`src/rtl/controlador_multiplicacao_pkg.sv`:
```
// Shared definitions for the 5x5 int8 matrix-multiply host controller and its coprocessor:
// matrix geometry, FSM encoding and the element-offset helper.
package pacote_matriz;

  localparam int DIM    = 5;
  localparam int ELEM_W = 8;
  localparam int N_ELEM = DIM * DIM;
  localparam int MAT_W  = N_ELEM * ELEM_W;
  localparam int IDX_W  = 5;

  localparam logic [1:0] ST_IDLE   = 2'd0;
  localparam logic [1:0] ST_START  = 2'd1;
  localparam logic [1:0] ST_WAIT   = 2'd2;
  localparam logic [1:0] ST_STREAM = 2'd3;

  typedef enum logic [1:0] {
    S_IDLE   = ST_IDLE,
    S_START  = ST_START,
    S_WAIT   = ST_WAIT,
    S_STREAM = ST_STREAM
  } estado_t;

  // Bit offset of element idx (row-major r*DIM+c) inside a packed matrix bus.
  function automatic int elem_offset(input logic [IDX_W-1:0] idx);
    return int'(idx) * ELEM_W;
  endfunction

endpackage

```
`src/rtl/controlador_multiplicacao_serializador.sv`:
```
// Captures the 200-bit coprocessor result and streams its 25 bytes out in row-major
// order over a valid/ready handshake.
module serializador_resultado
  import pacote_matriz::*;
(
  input  logic              clk,
  input  logic              rst_n,
  input  logic              i_capture,
  input  logic [MAT_W-1:0]  i_result,
  input  logic              i_ready,
  output logic              o_valid,
  output logic [ELEM_W-1:0] o_data,
  output logic              o_last,
  output logic              o_done
);

  logic [MAT_W-1:0] r_result;
  logic [IDX_W-1:0] r_index;
  logic             r_valid;
  logic             w_fire;
  logic             w_at_last;

  assign w_fire    = r_valid & i_ready;
  assign w_at_last = (r_index == IDX_W'(N_ELEM - 1));

  always_ff @(posedge clk or negedge rst_n) begin
    if (!rst_n) begin
      r_result <= '0;
      r_index  <= '0;
      r_valid  <= 1'b0;
    end else if (i_capture) begin
      r_result <= i_result;
      r_index  <= '0;
      r_valid  <= 1'b1;
    end else if (w_fire) begin
      if (w_at_last) begin
        r_valid <= 1'b0;
        r_index <= '0;
      end else begin
        r_index <= r_index + 1'b1;
      end
    end
  end

  // Data and last are masked when idle so stale results never leak onto the bus.
  assign o_valid = r_valid;
  assign o_data  = r_valid ? r_result[elem_offset(r_index) +: ELEM_W] : '0;
  assign o_last  = r_valid & w_at_last;
  assign o_done  = w_fire & w_at_last;

endmodule

```
`src/rtl/controlador_multiplicacao.sv`:
```
// Host-side initiator for the 5x5 int8 matrix coprocessor: byte-serial operand load,
// start/done handshake with timeout, and byte streaming of the captured result.
module controlador_multiplicacao
  import pacote_matriz::*;
#(
  parameter int TIMEOUT_CYCLES = 64
) (
  input  logic              clk,
  input  logic              rst_n,
  input  logic              wr_en,
  input  logic              wr_sel,
  input  logic [IDX_W-1:0]  wr_addr,
  input  logic [ELEM_W-1:0] wr_data,
  input  logic              go,
  output logic              busy,
  output logic              err,
  output logic              ovf,
  output logic              out_valid,
  input  logic              out_ready,
  output logic [ELEM_W-1:0] out_data,
  output logic              out_last,
  output logic              cop_start,
  output logic [MAT_W-1:0]  cop_matriz_a,
  output logic [MAT_W-1:0]  cop_matriz_b,
  input  logic [MAT_W-1:0]  cop_matriz_result,
  input  logic              cop_done,
  input  logic              cop_overflow
);

  localparam int CNT_W = $clog2(TIMEOUT_CYCLES);

  estado_t           r_state;
  estado_t           w_state_next;
  logic [ELEM_W-1:0] r_mat_a [N_ELEM];
  logic [ELEM_W-1:0] r_mat_b [N_ELEM];
  logic [CNT_W-1:0]  r_cnt;
  logic              r_err;
  logic              r_ovf;

  logic w_idle;
  logic w_go_ok;
  logic w_wr_ok;
  logic w_reject;
  logic w_done_wait;
  logic w_timeout;
  logic w_stream_done;

  assign w_idle      = (r_state == S_IDLE);
  assign w_go_ok     = w_idle & go;
  assign w_wr_ok     = w_idle & wr_en & (wr_addr < IDX_W'(N_ELEM));
  assign w_reject    = ~w_idle & (wr_en | go);
  assign w_done_wait = (r_state == S_WAIT) & cop_done;
  // Done on the final wait cycle still wins over the timeout.
  assign w_timeout   = (r_state == S_WAIT) & ~cop_done & (r_cnt == CNT_W'(TIMEOUT_CYCLES - 1));

  // Operand registers only change in IDLE, so the buses stay stable for the whole run.
  generate
    for (genvar gi = 0; gi < N_ELEM; gi++) begin : g_operandos
      always_ff @(posedge clk or negedge rst_n) begin
        if (!rst_n) begin
          r_mat_a[gi] <= '0;
          r_mat_b[gi] <= '0;
        end else if (w_wr_ok && wr_addr == IDX_W'(gi)) begin
          if (wr_sel) r_mat_b[gi] <= wr_data;
          else        r_mat_a[gi] <= wr_data;
        end
      end
      assign cop_matriz_a[gi*ELEM_W +: ELEM_W] = r_mat_a[gi];
      assign cop_matriz_b[gi*ELEM_W +: ELEM_W] = r_mat_b[gi];
    end
  endgenerate

  always_ff @(posedge clk or negedge rst_n) begin
    if (!rst_n) r_state <= S_IDLE;
    else        r_state <= w_state_next;
  end

  always_comb begin
    w_state_next = r_state;
    cop_start    = 1'b0;
    busy         = 1'b1;
    case (r_state)
      S_IDLE: begin
        busy = 1'b0;
        if (go) w_state_next = S_START;
      end
      S_START: begin
        cop_start    = 1'b1;
        w_state_next = S_WAIT;
      end
      S_WAIT: begin
        if (w_done_wait)    w_state_next = S_STREAM;
        else if (w_timeout) w_state_next = S_IDLE;
      end
      S_STREAM: begin
        if (w_stream_done) w_state_next = S_IDLE;
      end
      default: w_state_next = S_IDLE;
    endcase
  end

  always_ff @(posedge clk or negedge rst_n) begin
    if (!rst_n)                  r_cnt <= '0;
    else if (r_state == S_START) r_cnt <= '0;
    else if (r_state == S_WAIT)  r_cnt <= r_cnt + 1'b1;
  end

  always_ff @(posedge clk or negedge rst_n) begin
    if (!rst_n) begin
      r_err <= 1'b0;
      r_ovf <= 1'b0;
    end else begin
      if (w_go_ok)                     r_err <= 1'b0;
      else if (w_timeout || w_reject) r_err <= 1'b1;
      if (w_go_ok)          r_ovf <= 1'b0;
      else if (w_done_wait) r_ovf <= cop_overflow;
    end
  end

  assign err = r_err;
  assign ovf = r_ovf;

  serializador_resultado u_serializador (
    .clk       (clk),
    .rst_n     (rst_n),
    .i_capture (w_done_wait),
    .i_result  (cop_matriz_result),
    .i_ready   (out_ready),
    .o_valid   (out_valid),
    .o_data    (out_data),
    .o_last    (out_last),
    .o_done    (w_stream_done)
  );

endmodule

```
`config.mk`:
```
export PLATFORM = sky130hd
export DESIGN_NAME = controlador_multiplicacao
export DESIGN_NICKNAME = d
export VERILOG_FILES = /design/src/rtl/controlador_multiplicacao_pkg.sv /design/src/rtl/controlador_multiplicacao_serializador.sv /design/src/rtl/controlador_multiplicacao.sv
export SDC_FILE = /design/constraint.sdc
export NUM_CORES = 1
export LEC_CHECK = 0
export BUFFER_PORTS_ARGS = -buffer_cell sky130_fd_sc_hd__clkbuf_2
export CORE_ASPECT_RATIO = 0.6
export CORE_MARGIN = 10
export CORE_UTILIZATION = 38
export DETAILED_ROUTE_END_ITERATION = 10
export GPL_ROUTABILITY_DRIVEN = 0
export PLACE_DENSITY = 0.66
export SLEW_MARGIN = 10
export SYNTH_ARGS = -nofsm -noshare
export SYNTH_HDL_FRONTEND = slang
export SYNTH_SLANG_ARGS = --single-unit
```
`constraint.sdc`:
```
create_clock -name clk -period 2.41 [get_ports clk]
set_input_delay 0.723 -clock clk [delete_from_list [all_inputs] [get_ports clk]]
set_output_delay 0.723 -clock clk [all_outputs]
set_load 0.03 [all_outputs]
```
== After elaboration in Yosys (flattened, before gate mapping) ==
Cells that the tools add are included.

* Eq/ne operators: 32
* $lt $le $gt $ge: 1
* Reductions and logical operators: 85
* Bitwise operators: 14
* Shifts and indexed selects: 1
* Muxes and demuxes: 20
* Add/subtract/negate cells: 2

{| class="wikitable"
|+ Operator list
! operator !! count
|-
| 200-bit by 9-bit variable part select with 8-bit output || 1
|-
| 2-bit AND reduction || 51
|-
| 5-bit == test, second input constant || 10
|-
| 5-bit by 4-bit == test with 1-bit output, second input constant || 8
|-
| 1-bit logical AND || 25
|-
| 5-bit by 3-bit == test with 1-bit output, second input constant || 4
|-
| 5-bit 2-to-1 mux || 3
|-
| 6-bit 2-to-1 mux || 2
|-
| 1-bit AND || 10
|-
| 5-bit by 2-bit == test with 1-bit output, second input constant || 2
|-
| 2-bit nonzero test || 5
|-
| 1-bit 2-to-1 mux || 9
|-
| 2-bit 2-to-1 mux || 4
|-
| 8-bit 2-to-1 mux || 1
|-
| 2-bit one-hot mux with 4 select lines || 1
|-
| 6-bit by 1-bit adder with 6-bit output, second input constant || 1
|-
| 6-bit == test, second input constant || 1
|-
| 5-bit by 1-bit adder with 5-bit output, second input constant || 1
|-
| 5-bit by 1-bit == test with 1-bit output, second input constant || 1
|-
| 5-bit logical NOT || 1
|-
| 5-bit less-than comparator, second input constant || 1
|-
| 2-bit == test, second input constant || 2
|-
| 3-bit by 2-bit != test with 1-bit output, second input constant || 1
|-
| 1-bit NOT || 3
|-
| 7 further kinds || 7
|}

* Register bits after elaboration: 616
* Logic and storage cells: 212
* Bits of input ports: 221

== Depth between registers and ports, before layout ==
* Depth in word-level cells: 6
* Gate-level depth with buffers: 9

== By module ==
From an unflattened synthesis, not the netlist that was laid out.

* Cells, all modules: 1659
* Area total of the unflattened synthesis: 25413.1 um2

{| class="wikitable"
|+ By module, submodules not included
! module !! area an instance (um2) !! cells each !! times used
|-
| controlador_multiplicacao || 16010.4 || 1009 || 1
|-
| serializador_resultado || 9402.8 || 650 || 1
|}

== Least setup slack after synthesis ==
Ideal clock, no wire load.

* Kind: register -> output
* Start: register u_serializador.r_index[1]
* End: output port out_data[0]
* Path slack: -219 ps
* Cell stages (with the launch flop): 7
* Arrival: 1906 ps
* Data required time: 1687 ps
* Cells stage by stage: dfrtp_1 > buf_2 > or4b_1 > clkbuf_1 > o21ai_0 > a32oi_1 > a21oi_1

* Word-level cells in the longest chain between the ends: 2

{| class="wikitable"
|+ Ends and longest elaborated chain
! element !! line !! text
|-
| start, declared || controlador_multiplicacao_serializador.sv:18 || <nowiki>logic [IDX_W-1:0] r_index;</nowiki>
|-
| start signal, assigned || controlador_multiplicacao_serializador.sv:40 || <nowiki>r_index <= r_index + 1'b1;</nowiki>
|-
| 200-bit by 9-bit variable part select with 8-bit output || controlador_multiplicacao_serializador.sv:47 || <nowiki>assign o_data = r_valid ? r_result[elem_offset(r_index) +: ELEM_W] : '0;</nowiki>
|-
| 8-bit 2-to-1 mux || controlador_multiplicacao_serializador.sv:47 ||
|-
| end, declared || controlador_multiplicacao.sv:20 || <nowiki>output logic [ELEM_W-1:0] out_data,</nowiki>
|}

Every way passes these cells.

== Worst setup path in the final report ==
* Start: register u_serializador.r_index[0]
* End: output port out_data[5]

The elaborated chain is that of the path after synthesis.

==> flow_summary.json <==
{
  "synth_warnings": 0,
  "final_cells": 3718,
  "fin_skew_ns": 0.01803,
  "violations": "negative setup slack",
  "rows": 73,
  "synth_cells": 2065,
  "hpwl_mm": 65.57,
  "grt_pass1_vias": 20447,
  "fill_cells": 5841,
  "final_nets": 2993,
  "min_period_over_period_pct": 136.2,
  "fin_crit_ns": 3.283,
  "io_pins": 635,
  "fp.dieArea_um2": 78120,
  "dp.cells": 3590,
  "hold_buffers": 0,
  "cts_tree": "yes",
  "p_total_mw": 37.52,
  "grt_max_degree": 91,
  "initial_core_util_pct": 38.41,
  "grt_pass1_wl_mm": 129.7,
  "rsz0062_at_grt": "yes",
  "crit_path_start_kind": "flip-flop",
  "worst_pin_slew_ns": 0.7663,
  "finalSetupViolations": 9,
  "powerDensity_nw_per_um2": 1128,
  "die_x_um": 354.2,
  "worst-setup-path-type": "reg2out",
  "status": "finished, violations left",
  "cts.sink_count": 616,
  "yosysSeqAreaShare_pct": 60.52,
  "final-hold-violation-count": 0,
  "maxSlewHeadroom_pct": 48.91,
  "drt_pass1_iterations": 5,
  "synth_top_area_share_pct": 60.52,
  "yosysTopAreaCell": "dfrtp_1",
  "synth_area_per_cell_um2": 12.33,
  "die_h_um": 220.5,
  "synth.area.top_cells": "dfrtp_1 (61%), mux2_2 (18%), nand2_1 (8.8%), mux4_2 (2.1%), mux2i_1 (2.0%)",
  "end_kind": "output pin",
  "synth.distinct_cells": 55,
  "vias": 19093,
  "timing.fmax_mhz": 304.6,
  "cp.arrival_ns": 2.56,
  "route.detailed.drc": 0,
  "avgViaCountPerCell": 5.135,
  "htreeDepth": 2,
  "clk_pin_slew_ns": 0.07,
  "fin_ws_ns": -0.8729,
  "io_buffers": 634,
  "maxCapViolations": 0,
  "wl_mm": 88.04,
  "antenna_found_initial": 5,
  "synth_commonest_cells": "dfrtp_1 (616), nand2_1 (599), mux2_2 (396), clkbuf_1 (93), mux2i_1 (51)",
  "layout-drive-gt1-share_pct": 49.84,
  "cts_root_buf": "clkbuf_16",
  "wire_per_inst_um": 23.68,
  "area_growth_pct": 30.60,
  "synth_fp_nets": 2294,
  "coreArea_um2": 66310,
  "max-vdd-ir-drop_v": 0.0005668,
  "async_flop_share_pct": 100.0,
  "p_leak_nw": 17.71,
  "slew_violations": 0,
  "clk_path_buf_depth": 3,
  "ys.flop_type": "dfrtp_1",
  "cp_max_fo": 5,
  "drt_iter0_drc": 1310,
  "whs_ns": 0.03961,
  "stdcell_area_um2": 33260,
  "cts_buffers": 59,
  "overflow": 0,
  "grtUsageTotal_pct": 21.67,
  "synth.most_common_cell": "dfrtp_1",
  "placed_area_um2": 30640,
  "synth_edf_count": 0,
  "ys_ff_latch": 616,
  "ant_nets": 0,
  "syn_area_um2": 25470,
  "clock_latency_ns": 0.62,
  "required_ns": 1.69,
  "hp-class": "in2async"
}
state kept, by name (all words and copies together), names as in the netlist:
signal,count
cop_matriz_a,200
cop_matriz_b,200
err,1
ovf,1
r_cnt,6
r_state,2
u_serializador.o_valid,1
u_serializador.r_index,5
u_serializador.r_result,200
cells in the final DEF, fill, tap and decap left out, types with 5 or more instances in the layout:
cell type / synthesis / routed
a211oi_2: 0 / 8
a21oi_1: 15 / 7
a21oi_2: 0 / 8
a22oi_1: 24 / 15
a22oi_2: 0 / 9
a32oi_2: 0 / 8
and2_1: 7 / 5
and3_1: 6 / 6
buf_12: 0 / 39
buf_4: 8 / 91
buf_8: 0 / 7
bufinv_16: 0 / 7
clkbuf_1: 93 / 8
clkbuf_16: 0 / 60
clkbuf_2: 1 / 622
clkbuf_8: 0 / 21
clkinv_2: 0 / 9
dfrtp_1: 616 / 614
diode_2: 0 / 5
ha_1: 8 / 5
inv_1: 18 / 14
inv_6: 0 / 8
mux2_1: 5 / 5
mux2_2: 396 / 396
mux2i_1: 51 / 49
mux4_2: 24 / 24
nand2_1: 599 / 598
nand2_2: 14 / 14
nand3_1: 11 / 11
nand3_2: 6 / 6
nor2_1: 15 / 15
nor2_2: 14 / 14
nor2b_1: 8 / 8
o21ai_0: 16 / 12
o21ai_2: 0 / 8
o22ai_1: 13 / 11
stage by stage:
step	worst slack (ns)	setup TNS [ns]	util, %
after CTS	-0.8629	-7.310	49.98
after detailed placement	-0.3121	-2.423	46.21
after global placement	-0.3346	-2.515	46.21
after global routing	-0.9362	-7.845	50.16
after floorplan	0.005938	0	-
final	-0.8729	-7.058	50.16
cell type report:
| cell class | instances | area [um^2] | share of cell area, % |
|---|---|---|---|
| antenna | 5 | 12.51 | 0.03762 |
| clock buffer | 81 | 1710 | 5.142 |
| clock inverter | 29 | 376.6 | 1.132 |
| inverter | 18 | 77.57 | 0.2332 |
| multi-input combinational | 1299 | 9701 | 29.16 |
| sequential | 616 | 15420 | 46.36 |
| tap | 900 | 1126 | 3.385 |
| timing repair buffer | 770 | 4838 | 14.55 |
worst max-delay path, cell delays in order (launching register included):
cell	delay (ns)
dfrtp_4	0.51
buf_12	0.16
buf_12	0.13
mux4_2	0.49
a211oi_2	0.34
a21oi_2	0.11
clkbuf_8	0.18
where the power goes:
group	internal (mW)	switching (mW)	leakage, nW
clock	5.76	4.18	1.03
sequential	13.0	1.86	8.19
combinational	5.12	7.64	8.49
repair_timing:
item / CTS / global route
gates resized for setup: 71 / 19
buffers inserted: 9 / 4
endpoints found under the hold margin: 0 / 0
pin swaps: 17 / 5
setup endpoints to repair: 11 / 11
gates cloned: 1 / 0
cells by family (layout without fill, tap and decap cells):
kind of cell	Yosys count	count (layout)	share of synthesized area [%]
other	0	5	0
xor gates and xnor gates	2	2	0.06879
adders and majority gates	8	8	0.3930
AOI/OAI and AO/OA	92	92	2.358
buffers and inverters	150	898	2.496
DFF	616	616	60.52
muxes	476	476	21.86
and+or+nand+nor	721	721	12.31
layer usage:
layer / GRT usage, % / part of all wire (%)
met5: 0 / 0
met4: 8.941 / 4.2
met3: 5.243 / 6.7
met2: 35.14 / 48
met1: 27.87 / 41
final timing paths:
| path | start | end | slack, ns | depth (start not counted) |
|---|---|---|---|---|
| min reg2reg | u_serializador.r_result[112]$_DFFE_PN0P_ | u_serializador.r_result[112]$_DFFE_PN0P_ | 0.47 | 2 |
| min in group clk | cop_matriz_result[138] | u_serializador.r_result[138]$_DFFE_PN0P_ | 0.29 | 3 |
| max in group asynchronous | rst_n | cop_matriz_a[198]$_DFFE_PN0P_ | 1.48 | 3 |
| max | u_serializador.r_index[0]$_DFFE_PN0P_ | out_data[5] | -0.87 | 6 |
| min | rst_n | cop_matriz_b[119]$_DFFE_PN0P_ | 0.04 | 1 |
| max reg2reg | r_state[0]$_DFFE_PN0P_ | cop_matriz_a[175]$_DFFE_PN0P_ | 0.09 | 7 |
Power figures use the tool's default switching activity.
